File: src/rtl/arb_pkg.sv
// Shared definitions for the round-robin arbiter: FSM state encoding,
// index-width helper and the default forced-release hold limit.
// Optional feature macro used by the arbiter: RR_ARBITER_TIMEOUT_EN.
package arb_pkg;

    typedef enum logic [0:0] {
        ARB_IDLE  = 1'b0,
        ARB_GRANT = 1'b1
    } arb_state_e;

    localparam int unsigned HOLD_MAX_DEF = 16;

    // Width of an index into n requesters (at least 1 bit).
    function automatic int unsigned id_w(input int unsigned n);
        return (n < 2) ? 1 : $clog2(n);
    endfunction

endpackage

File: src/rtl/rr_mask_pick.sv
// Combinational round-robin pick: lowest requesting index at or above ptr,
// falling back to the lowest requesting index overall.
// Ports:
//   req    in  N     request vector
//   ptr    in  ID_W  highest-priority index
//   winner out ID_W  chosen index (0 when nothing requests)
//   any    out 1     at least one request present
module rr_mask_pick
    import arb_pkg::*;
#(
    parameter int unsigned N = 4
) (
    input  logic [N-1:0]       req,
    input  logic [id_w(N)-1:0] ptr,
    output logic [id_w(N)-1:0] winner,
    output logic               any
);

    localparam int unsigned ID_W = id_w(N);

    logic [ID_W-1:0] m_win;
    logic [ID_W-1:0] u_win;
    logic            m_any;

    // Scan high to low so the last hit is the lowest index.
    always_comb begin
        m_win = '0;
        u_win = '0;
        m_any = 1'b0;
        for (int i = N - 1; i >= 0; i--) begin
            if (req[i]) begin
                u_win = ID_W'(i);
                if (i >= int'(ptr)) begin
                    m_win = ID_W'(i);
                    m_any = 1'b1;
                end
            end
        end
        winner = m_any ? m_win : u_win;
        any    = |req;
    end

endmodule

File: src/rtl/rr_arbiter.sv
// Round-robin arbiter with registered one-hot grant held until release.
// Optional forced release after HOLD_MAX cycles when RR_ARBITER_TIMEOUT_EN
// is defined (adds the timeout output).
// Ports:
//   clk, rst_n         clock, synchronous active-low reset
//   req       in  N    level requests
//   done      in  N    release pulse, only the owner's bit is honoured
//   gnt       out N    one-hot grant, zero when idle
//   gnt_id    out ID_W owner index, holds last owner when idle
//   gnt_valid out 1    |gnt
//   timeout   out 1    one-cycle pulse after a forced release (macro only)
module rr_arbiter
    import arb_pkg::*;
#(
    parameter int unsigned N        = 4,
    parameter int unsigned HOLD_MAX = HOLD_MAX_DEF
) (
    input  logic               clk,
    input  logic               rst_n,
    input  logic [N-1:0]       req,
    input  logic [N-1:0]       done,
    output logic [N-1:0]       gnt,
    output logic [id_w(N)-1:0] gnt_id,
    output logic               gnt_valid
`ifdef RR_ARBITER_TIMEOUT_EN
    ,
    output logic               timeout
`endif
);

    localparam int unsigned ID_W = id_w(N);

    // Elaboration-time parameter sanity.
    if (N < 2) begin : g_chk_n
        $error("rr_arbiter: N must be >= 2");
    end
    if (HOLD_MAX < 2) begin : g_chk_hold
        $error("rr_arbiter: HOLD_MAX must be >= 2");
    end

    arb_state_e      state, state_nxt;
    logic [ID_W-1:0] ptr, ptr_nxt;
    logic [N-1:0]    gnt_nxt;
    logic [ID_W-1:0] gnt_id_nxt;
    logic [ID_W-1:0] rot_ptr;
    logic [ID_W-1:0] pick_ptr;
    logic [ID_W-1:0] pick_win;
    logic            pick_any;
    logic            own_done;
    logic            own_req;
    logic            rel;
    logic            grant_new;

`ifdef RR_ARBITER_TIMEOUT_EN
    localparam int unsigned CNT_W = $clog2(HOLD_MAX);
    logic [CNT_W-1:0] hold_cnt, hold_cnt_nxt;
    logic             expired;
    logic             timeout_nxt;
`endif

    // Pointer after the current owner releases; N-1 wraps to 0.
    assign rot_ptr  = (gnt_id == ID_W'(N - 1)) ? '0 : gnt_id + ID_W'(1);
    // While granted, the pick only matters at release, so use the rotated pointer.
    assign pick_ptr = (state == ARB_GRANT) ? rot_ptr : ptr;

    rr_mask_pick #(.N(N)) u_pick (
        .req    (req),
        .ptr    (pick_ptr),
        .winner (pick_win),
        .any    (pick_any)
    );

    // Next-state, pointer and grant computation.
    always_comb begin
        state_nxt  = state;
        ptr_nxt    = ptr;
        gnt_nxt    = gnt;
        gnt_id_nxt = gnt_id;
        grant_new  = 1'b0;
        rel        = 1'b0;
        own_done   = done[gnt_id];
        own_req    = req[gnt_id];
`ifdef RR_ARBITER_TIMEOUT_EN
        expired      = (hold_cnt == CNT_W'(HOLD_MAX - 1));
        timeout_nxt  = 1'b0;
        hold_cnt_nxt = hold_cnt;
`endif
        case (state)
            ARB_IDLE: begin
                if (pick_any) begin
                    grant_new = 1'b1;
                end
            end
            ARB_GRANT: begin
                rel = own_done | ~own_req;
`ifdef RR_ARBITER_TIMEOUT_EN
                rel = rel | expired;
`endif
                if (rel) begin
                    ptr_nxt = rot_ptr;
`ifdef RR_ARBITER_TIMEOUT_EN
                    timeout_nxt = expired & own_req & ~own_done;
`endif
                    if (pick_any) begin
                        grant_new = 1'b1;
                    end else begin
                        gnt_nxt   = '0;
                        state_nxt = ARB_IDLE;
                    end
                end else begin
`ifdef RR_ARBITER_TIMEOUT_EN
                    hold_cnt_nxt = hold_cnt + CNT_W'(1);
`endif
                end
            end
            default: state_nxt = ARB_IDLE;
        endcase
        if (grant_new) begin
            gnt_nxt    = N'(1) << pick_win;
            gnt_id_nxt = pick_win;
            state_nxt  = ARB_GRANT;
`ifdef RR_ARBITER_TIMEOUT_EN
            hold_cnt_nxt = '0;
`endif
        end
    end

    // State and output registers.
    always_ff @(posedge clk) begin
        if (!rst_n) begin
            state     <= ARB_IDLE;
            ptr       <= '0;
            gnt       <= '0;
            gnt_id    <= '0;
            gnt_valid <= 1'b0;
`ifdef RR_ARBITER_TIMEOUT_EN
            hold_cnt  <= '0;
            timeout   <= 1'b0;
`endif
        end else begin
            state     <= state_nxt;
            ptr       <= ptr_nxt;
            gnt       <= gnt_nxt;
            gnt_id    <= gnt_id_nxt;
            gnt_valid <= |gnt_nxt;
`ifdef RR_ARBITER_TIMEOUT_EN
            hold_cnt  <= hold_cnt_nxt;
            timeout   <= timeout_nxt;
`endif
        end
    end

endmodule

File: config.mk
export PLATFORM = sky130hd
export DESIGN_NAME = rr_arbiter
export DESIGN_NICKNAME = d
export VERILOG_FILES = /design/src/rtl/arb_pkg.sv /design/src/rtl/rr_mask_pick.sv /design/src/rtl/rr_arbiter.sv
export SDC_FILE = /design/constraint.sdc
export NUM_CORES = 1
export LEC_CHECK = 0
export CORE_AREA = 2 2 44 46
export CTS_BUF_LIST = sky130_fd_sc_hd__clkbuf_4 sky130_fd_sc_hd__clkbuf_8
export CTS_CLUSTER_DIAMETER = 80
export DETAILED_ROUTE_END_ITERATION = 10
export DIE_AREA = 0 0 46 48
export GPL_TIMING_DRIVEN = 0
export PLACE_DENSITY_LB_ADDON = 0.05
export SYNTH_ARGS = -nofsm -noshare
export SYNTH_HDL_FRONTEND = slang
export SYNTH_SLANG_ARGS = --single-unit
export TNS_END_PERCENT = 100
File: constraint.sdc
create_clock -name clk -period 1.9 [get_ports clk]
set_clock_uncertainty 0.15 [all_clocks]
set_input_delay 0.19 -clock clk [delete_from_list [all_inputs] [get_ports clk]]
set_output_delay 0.19 -clock clk [all_outputs]
set_load 0.02 [all_outputs]
==> results of run 1 <==
state kept, by name, summed over array words and instances, names as in the netlist:
signal	cells
gnt_valid	1
ptr	2
gnt	4
state	1
gnt_id	2
logic make-up after synthesis:
| logic type | count (synthesis) | share of synthesized area |
|---|---|---|
| flops | 10 | 0.356 |
| compound gates | 18 | 0.241 |
| buf+inv | 4 | 0.0401 |
| simple gates | 25 | 0.265 |
| fa+ha+maj | 1 | 0.0223 |
| mux | 3 | 0.0757 |
power breakdown:
group,internal (uW),switching (uW)
Sequential,235,21.4
Clock,72.6,62.7
Combinational,126,111
Total,434,195
metrics by stage:
| step | cells | area (sq um) | util |
|---|---|---|---|
| 6_report | 100 | 840 | 0.497 |
| 4_1_cts | 98 | 793 | 0.470 |
| 5_1_grt | 100 | 840 | 0.497 |
| 3_3_place_gp | 94 | 748 | 0.443 |
| 2_1_floorplan | 61 | 567 | - |
| 3_5_place_dp | 94 | 748 | 0.443 |
area by class of cell:
| cell class | instances | area share |
|---|---|---|
| Buffer | 1 | 0.0134 |
| Clock buffer | 3 | 0.0268 |
| Inverter | 3 | 0.0134 |
| Multi-Input combinational cell | 47 | 0.453 |
| Sequential cell | 10 | 0.247 |
| Tap cell | 17 | 0.0253 |
| Timing Repair Buffer | 19 | 0.221 |
tightest hold or removal path: cells and delay by family, from the launching register on:
family	cells	cell delay, ps
compound gates	1	50
flops	1	320
simple gates	1	60
layer usage:
| metal | vias up | track usage |
|---|---|---|
| met5 | - | 0 |
| met1 | 240 | 0.184 |
| met4 | 0 | 0.0171 |
| li1 | 275 | - |
| met2 | 8 | 0.189 |
| met3 | 2 | 0.0566 |
final timing paths:
check                                from      to  slack, ps  cells after the start
worst min-delay path               ptr[0]  ptr[0]        330                      2
worst max register to register  gnt_id[1]  gnt[0]        100                      6
worst min register to register     ptr[0]  ptr[0]        330                      2
worst max-delay path               req[3]  gnt[0]         80                      6
what timing repair did:
| item | 4_1_cts | 5_1_grt |
|---|---|---|
| hold endpoints to repair | 0 | 0 |
| gates resized for setup | 3 | 8 |
| endpoints found under the setup margin | 2 | 5 |
| pin swaps | 1 | 2 |
| setup buffers | 1 | 2 |
cells in the final DEF (no fill, tap or decap), types with 2 or more instances in the layout:
cell type / netlist / final
buf_4: 0 / 3
o21a_1: 2 / 2
nand2_1: 5 / 5
nand3_1: 2 / 2
nor2_1: 3 / 2
clkdlybuf4s50_1: 0 / 15
inv_1: 3 / 3
nand2b_1: 4 / 4
o2bb2ai_1: 2 / 2
a21boi_1: 2 / 2
dfxtp_4: 0 / 2
nand3b_1: 2 / 2
clkbuf_4: 0 / 3
a22o_1: 2 / 2
dfxtp_1: 10 / 8
==> results.sh, run 1 <==
export IMPL_status="finished clean"
export IMPL_min_path_type="flip-flop to flip-flop"
export IMPL_arrival_ps=1820
export IMPL_nets=96
export IMPL_cp_max_fo=6
export IMPL_crit_chain="clkdlybuf4s50_1 -> nand2b_1 -> mux4_2 -> o21ai_2 -> nor2_2 -> a22o_1"
export IMPL_synth_flop_cell="dfxtp_1"
export IMPL_ant_nets=0
export IMPL_die_area_sq_um=2210
export IMPL_clock_path_buffers=2
export IMPL_num_rows=15
export IMPL_synth_seq_area_share=0.356
export IMPL_tightest_slew_ps=273
export IMPL_portBuffers=16
export IMPL_p_total_uw=629
export IMPL_drt_iter0_drc=4
export IMPL_final_seq_area_sq_um=208
export IMPL_via_per_inst=5.25
export IMPL_rsz0062_at_grt="yes"
export IMPL_postSynthAreaPerCell_sq_um=9.21
export IMPL_yosysWarnings=0
export IMPL_cp_start_kind="input pin"
export IMPL_drv_slew=0
export IMPL_irDropWorstVdd_mv=0.382
export IMPL_min_period_over_period=0.956
export IMPL_slew_headroom=0.814
export IMPL_firstDrtPassIters=2
export IMPL_crit_required_ps=1900
export IMPL_totalWireLength_um=1240
export IMPL_synth_top_cell_by_area="dfxtp_1"
export IMPL_syn2layout_area_growth_pct=49.4
export IMPL_cts_tree="yes"
export IMPL_p_per_area_nw_per_um2=749
export IMPL_m1WireLength_um=614
export IMPL_synth_cell_type_count=33
export IMPL_ys_ff_latch=10
export IMPL_core_area_sq_um=1690
export IMPL_cellLeakagePower_uw=0.000328
export IMPL_die_h_um=48
export IMPL_maxCapViolCount=0
export IMPL_grt_pass1_vias=470
export IMPL_wl_per_cell_um=12.4
export IMPL_clockRootBuffer="clkbuf_4"
export IMPL_grt_max_degree=11
export IMPL_synth_common_cells="dfxtp_1 (10), nand2_1 (5), nand2b_1 (4)"
export IMPL_setup_viol=0
export IMPL_dp_hpwl_um=930
export IMPL_die_x_um=46
export IMPL_hold_ws_ps=330
export IMPL_synth_async_reset_ratio=0
export IMPL_synth_area_leaders="dfxtp_1 (36%), nand2b_1 (4.5%), mux4_2 (4.0%), mux2i_1 (3.6%), nand2_1 (3.3%)"
export IMPL_num_antenna_cells=0
export IMPL_end_kind="flip-flop"
export IMPL_clk_latency_ps=260
export IMPL_synthMostInstantiatedCell="dfxtp_1"
export IMPL_met3WireLength_um=45
export IMPL_worstSetupPathType="input pin to flip-flop"
export IMPL_postSynthCellCount=61
export IMPL_drive_gt1_frac=0.241
export IMPL_synth_top_area_share=0.356
export IMPL_multi_input_area_sq_um=380
export IMPL_hold_viol=0
export IMPL_ios=17
export IMPL_path_buf_inv=1
export IMPL_routed_wl_met2_um=567
export IMPL_grt_ovfl_total=0
export IMPL_postCtsHoldBufs=0
export IMPL_slowest_delay_ps=560
export IMPL_numCtsBuffers=3
export IMPL_layout_setup_ws_ps=82.8
export IMPL_path_delay_family="buffers and inverters"
export IMPL_routed_top_layer="met4"
export IMPL_netlist_area_sq_um=562
export IMPL_htreeDepth=1
export IMPL_critPathSlowestCell="clkdlybuf4s50_1"
export IMPL_grt_first_pass_wirelength_um=2040
export IMPL_grt_total_usage=0.130
export IMPL_antenna_found_initial=0
export IMPL_initial_core_util=0.333
export IMPL_drc=0
export IMPL_syn_nets=72
export IMPL_tns_ps=0
export IMPL_pre_cts_ws_ps=-231
export IMPL_path_clk_slew_ps=60
export IMPL_cts_sinks=10
export IMPL_place_gp_congestion=0.715
export IMPL_fin_crit_ps=1820
export IMPL_clock_fmax_ghz=0.550
export IMPL_synth_edf_count=0
export IMPL_n_fill_cell=166
export IMPL_vias=525
(Power assumes the default switching activity.)
==> inputs of run 2 (changes only) <==
--- a/config.mk
+++ b/config.mk
@@ -5,14 +5,16 @@
 export SDC_FILE = /design/constraint.sdc
 export NUM_CORES = 1
 export LEC_CHECK = 0
-export CORE_AREA = 2 2 44 46
+export CAP_MARGIN = 20
+export CORE_AREA = 2 2 41 43
 export CTS_BUF_LIST = sky130_fd_sc_hd__clkbuf_4 sky130_fd_sc_hd__clkbuf_8
 export CTS_CLUSTER_DIAMETER = 80
 export DETAILED_ROUTE_END_ITERATION = 10
-export DIE_AREA = 0 0 46 48
+export DIE_AREA = 0 0 43 45
 export GPL_TIMING_DRIVEN = 0
 export PLACE_DENSITY_LB_ADDON = 0.05
 export SYNTH_ARGS = -nofsm -noshare
 export SYNTH_HDL_FRONTEND = slang
+export SYNTH_HIERARCHICAL = 1
 export SYNTH_SLANG_ARGS = --single-unit
 export TNS_END_PERCENT = 100
==> results.sh, run 2 <==
export IMPL_status="finished, violations left"
export IMPL_violations="setup timing"
export IMPL_firstDrtPassIters=4
export IMPL_postSynthCellCount=72
export IMPL_netlist_area_sq_um=599
export IMPL_synthMostInstantiatedCell="nor2_1"
export IMPL_via_per_inst=5.64
export IMPL_synthMuxAreaShare=0.123
export IMPL_maxCapViolCount=0
export IMPL_final_common_cell="nor2_1"
export IMPL_synthAdderAreaFrac=0.0209
export IMPL_ys_ff_latch=10
export IMPL_synth_seq_area_share=0.334
export IMPL_p_per_area_nw_per_um2=768
export IMPL_internal_power_uw=528
export IMPL_grt_ovfl_total=0
export IMPL_reg_largest_list="gnt: 4 flops, gnt_id: 2 flops, ptr: 2 flops"
export IMPL_grt_first_pass_wirelength_um=2570
export IMPL_min_path_type="flip-flop to flip-flop"
export IMPL_vias=660
export IMPL_die_area_sq_um=1940
export IMPL_synth_area_leaders="dfxtp_1 (33%), nor2_1 (8.8%), a21oi_1 (6.7%), mux2i_1 (6.7%), a311oi_1 (5.8%)"
export IMPL_cp_max_fo=4
export IMPL_synth_compound_area_frac=0.217
export IMPL_synth_simple_area_share=0.271
export IMPL_grt_pass1_vias=606
export IMPL_totalWireLength_um=1660
export IMPL_fin_crit_ps=2330
export IMPL_clock_fmax_ghz=0.429
export IMPL_clk_latency_ps=270
export IMPL_yosysWarnings=6
export IMPL_cts_sinks=10
export IMPL_drt_iter0_drc=14
export IMPL_die_x_um=43
export IMPL_clockRootBuffer="clkbuf_4"
export IMPL_largest_register_ffs=4
export IMPL_num_rows=14
export IMPL_synth_top_area_share=0.334
export IMPL_nets=113
export IMPL_ant_nets=0
export IMPL_multi_input_area_sq_um=498
export IMPL_num_antenna_cells=0
export IMPL_synth_top_family_by_area="simple AND/OR/NAND/NOR gates"
export IMPL_sequentialPowerShare=0.323
export IMPL_synth_common_cells="nor2_1 (14), dfxtp_1 (10), a21oi_1 (8)"
export IMPL_regMostFlops="gnt"
export IMPL_core_area_sq_um=1470
export IMPL_syn_nets=83
export IMPL_grt_max_degree=11
export IMPL_drc=0
export IMPL_dp_hpwl_um=1080
export IMPL_synth_edf_count=0
export IMPL_switching_share=0.344
export IMPL_clock_path_buffers=2
export IMPL_crit_chain="ha_4 -> mux2_4 -> mux2i_2 -> a211oi_2 -> buf_4 -> buf_4 -> a32o_1 -> a311oi_2 -> a41oi_1"
export IMPL_slew_headroom=0.802
export IMPL_setup_viol=9
export IMPL_antenna_found_initial=0
export IMPL_worstSetupPathType="flip-flop to flip-flop"
export IMPL_synth_async_reset_ratio=0
export IMPL_critPathSlowestCell="dfxtp_4"
export IMPL_crit_top_cell="buf_4"
export IMPL_layout_setup_ws_ps=-433
export IMPL_syn2layout_area_growth_pct=74.7
export IMPL_htreeDepth=1
export IMPL_arrival_ps=2310
export IMPL_pwr_share_comb=0.491
export IMPL_crit_required_ps=1880
export IMPL_initial_core_util=0.407
export IMPL_p_switching_uw=277
export IMPL_hold_ws_ps=323
export IMPL_synth_xor_area_frac=0
export IMPL_postCtsHoldBufs=0
export IMPL_n_fill_cell=123
export IMPL_hold_viol=0
export IMPL_synth_cell_type_count=27
export IMPL_cts_tree="yes"
export IMPL_post_dp_cell_area_sq_um=841
export IMPL_drv_slew=0
export IMPL_ios=17
export IMPL_slowest_delay_ps=350
export IMPL_path_clk_slew_ps=70
export IMPL_end_kind="flip-flop"
export IMPL_drive_gt1_frac=0.386
export IMPL_numCtsBuffers=3
export IMPL_p_clk_frac=0.185
export IMPL_layout_common_cells="nor2_1 (14), clkdlybuf4s50_1 (12), buf_4 (8)"
export IMPL_grt_total_usage=0.176
export IMPL_synth_flop_cell="dfxtp_1"
export IMPL_final_seq_area_sq_um=211
export IMPL_cp_start_kind="flip-flop"
export IMPL_die_h_um=45
export IMPL_tns_ps=-1920
export IMPL_postSynthAreaPerCell_sq_um=8.32
export IMPL_synth_top_cell_by_area="dfxtp_1"
export IMPL_rsz0062_at_grt="yes"
export IMPL_min_period_over_period=1.23
export IMPL_irDropWorstVdd_mv=0.580
export IMPL_wl_per_cell_um=14.2
export IMPL_stdcell_area_sq_um=1050
export IMPL_place_gp_congestion=0.715
export IMPL_tightest_slew_ps=297
export IMPL_portBuffers=16
export IMPL_cellLeakagePower_uw=0.000423
## run 2: changes by cell type in the layout (fill, tap and decap cells not counted), sizes merged, moves of 4 or more
cell	change
dlygate4sd2	+4
buf	+5
nor2	+11
nor2b	+4
a21oi	+6
## run 2: power groups by stage
stage	combinational (uW)	clock, uW	sequential [uW]
CTS	354	152	260
floorplan	160	0	295
finish	395	149	260
global route	424	162	263
global placement	280	0	271
detailed placement	283	0	272
## run 2: worst paths after layout
check                               start   endpoint  slack [ps]  cells past startpoint
worst max register to register  gnt_id[1]  gnt_valid        -430                      9
worst min-delay path               ptr[0]     ptr[0]         320                      2
worst min register to register     ptr[0]     ptr[0]         320                      2
worst max-delay path            gnt_id[1]  gnt_valid        -430                      9
## run 2: critical path, delay by kind of cell (launching register included)
kind / cells / cell delay (ps)
muxes: 2 / 490
AOI/OAI and AO/OA: 4 / 680
DFF: 1 / 350
buffers and inverters: 2 / 290
adders and majority gates: 1 / 230
## run 2: metal layers
layer | wire length [um] | GRT usage | vias to the layer above | part of all wire
li1 | - | - | 322 | -
met1 | 783 | 0.232 | 312 | 0.47
met4 | 36 | 0.109 | 0 | 0.022
met5 | 0 | 0 | - | 0
met2 | 750 | 0.279 | 22 | 0.45
met3 | 89 | 0.0200 | 4 | 0.054
## run 2: final cells by class
class / instances / share of cell area
multi-input combinational: 57 / 0.476
timing repair buffer: 25 / 0.229
sequential: 10 / 0.202
buffer: 2 / 0.0382
clock buffer: 3 / 0.0215
tap: 16 / 0.0191
inverter: 3 / 0.0108
clock inverter: 1 / 0.00358
## run 2: per-stage QoR
step                      setup WS [ps]  utilization  power, uW  cells
after floorplan                    -366            -        456     72
after global placement             -627        0.571        551    104
after detailed placement           -625        0.571        554    104
after CTS                          -430        0.667        766    115
after global routing               -546        0.712        848    117
final                              -433        0.712        805    117
## run 2: cells by family (layout without fill, tap and decap cells)
group	Yosys count	in the layout
AO/OA/AOI/OAI	18	18
adder cells (fa/ha/maj)	1	1
multiplexers	6	6
AND/OR/NAND/NOR	32	32
flip-flops	10	10
buffers and inverters	5	34
## run 2: what timing repair did
action,CTS,global route
endpoints found under the hold margin,0,0
buffers inserted,7,2
cloned,0,1
resized for setup,16,8
pin swaps,7,8
endpoints found under the setup margin,8,8
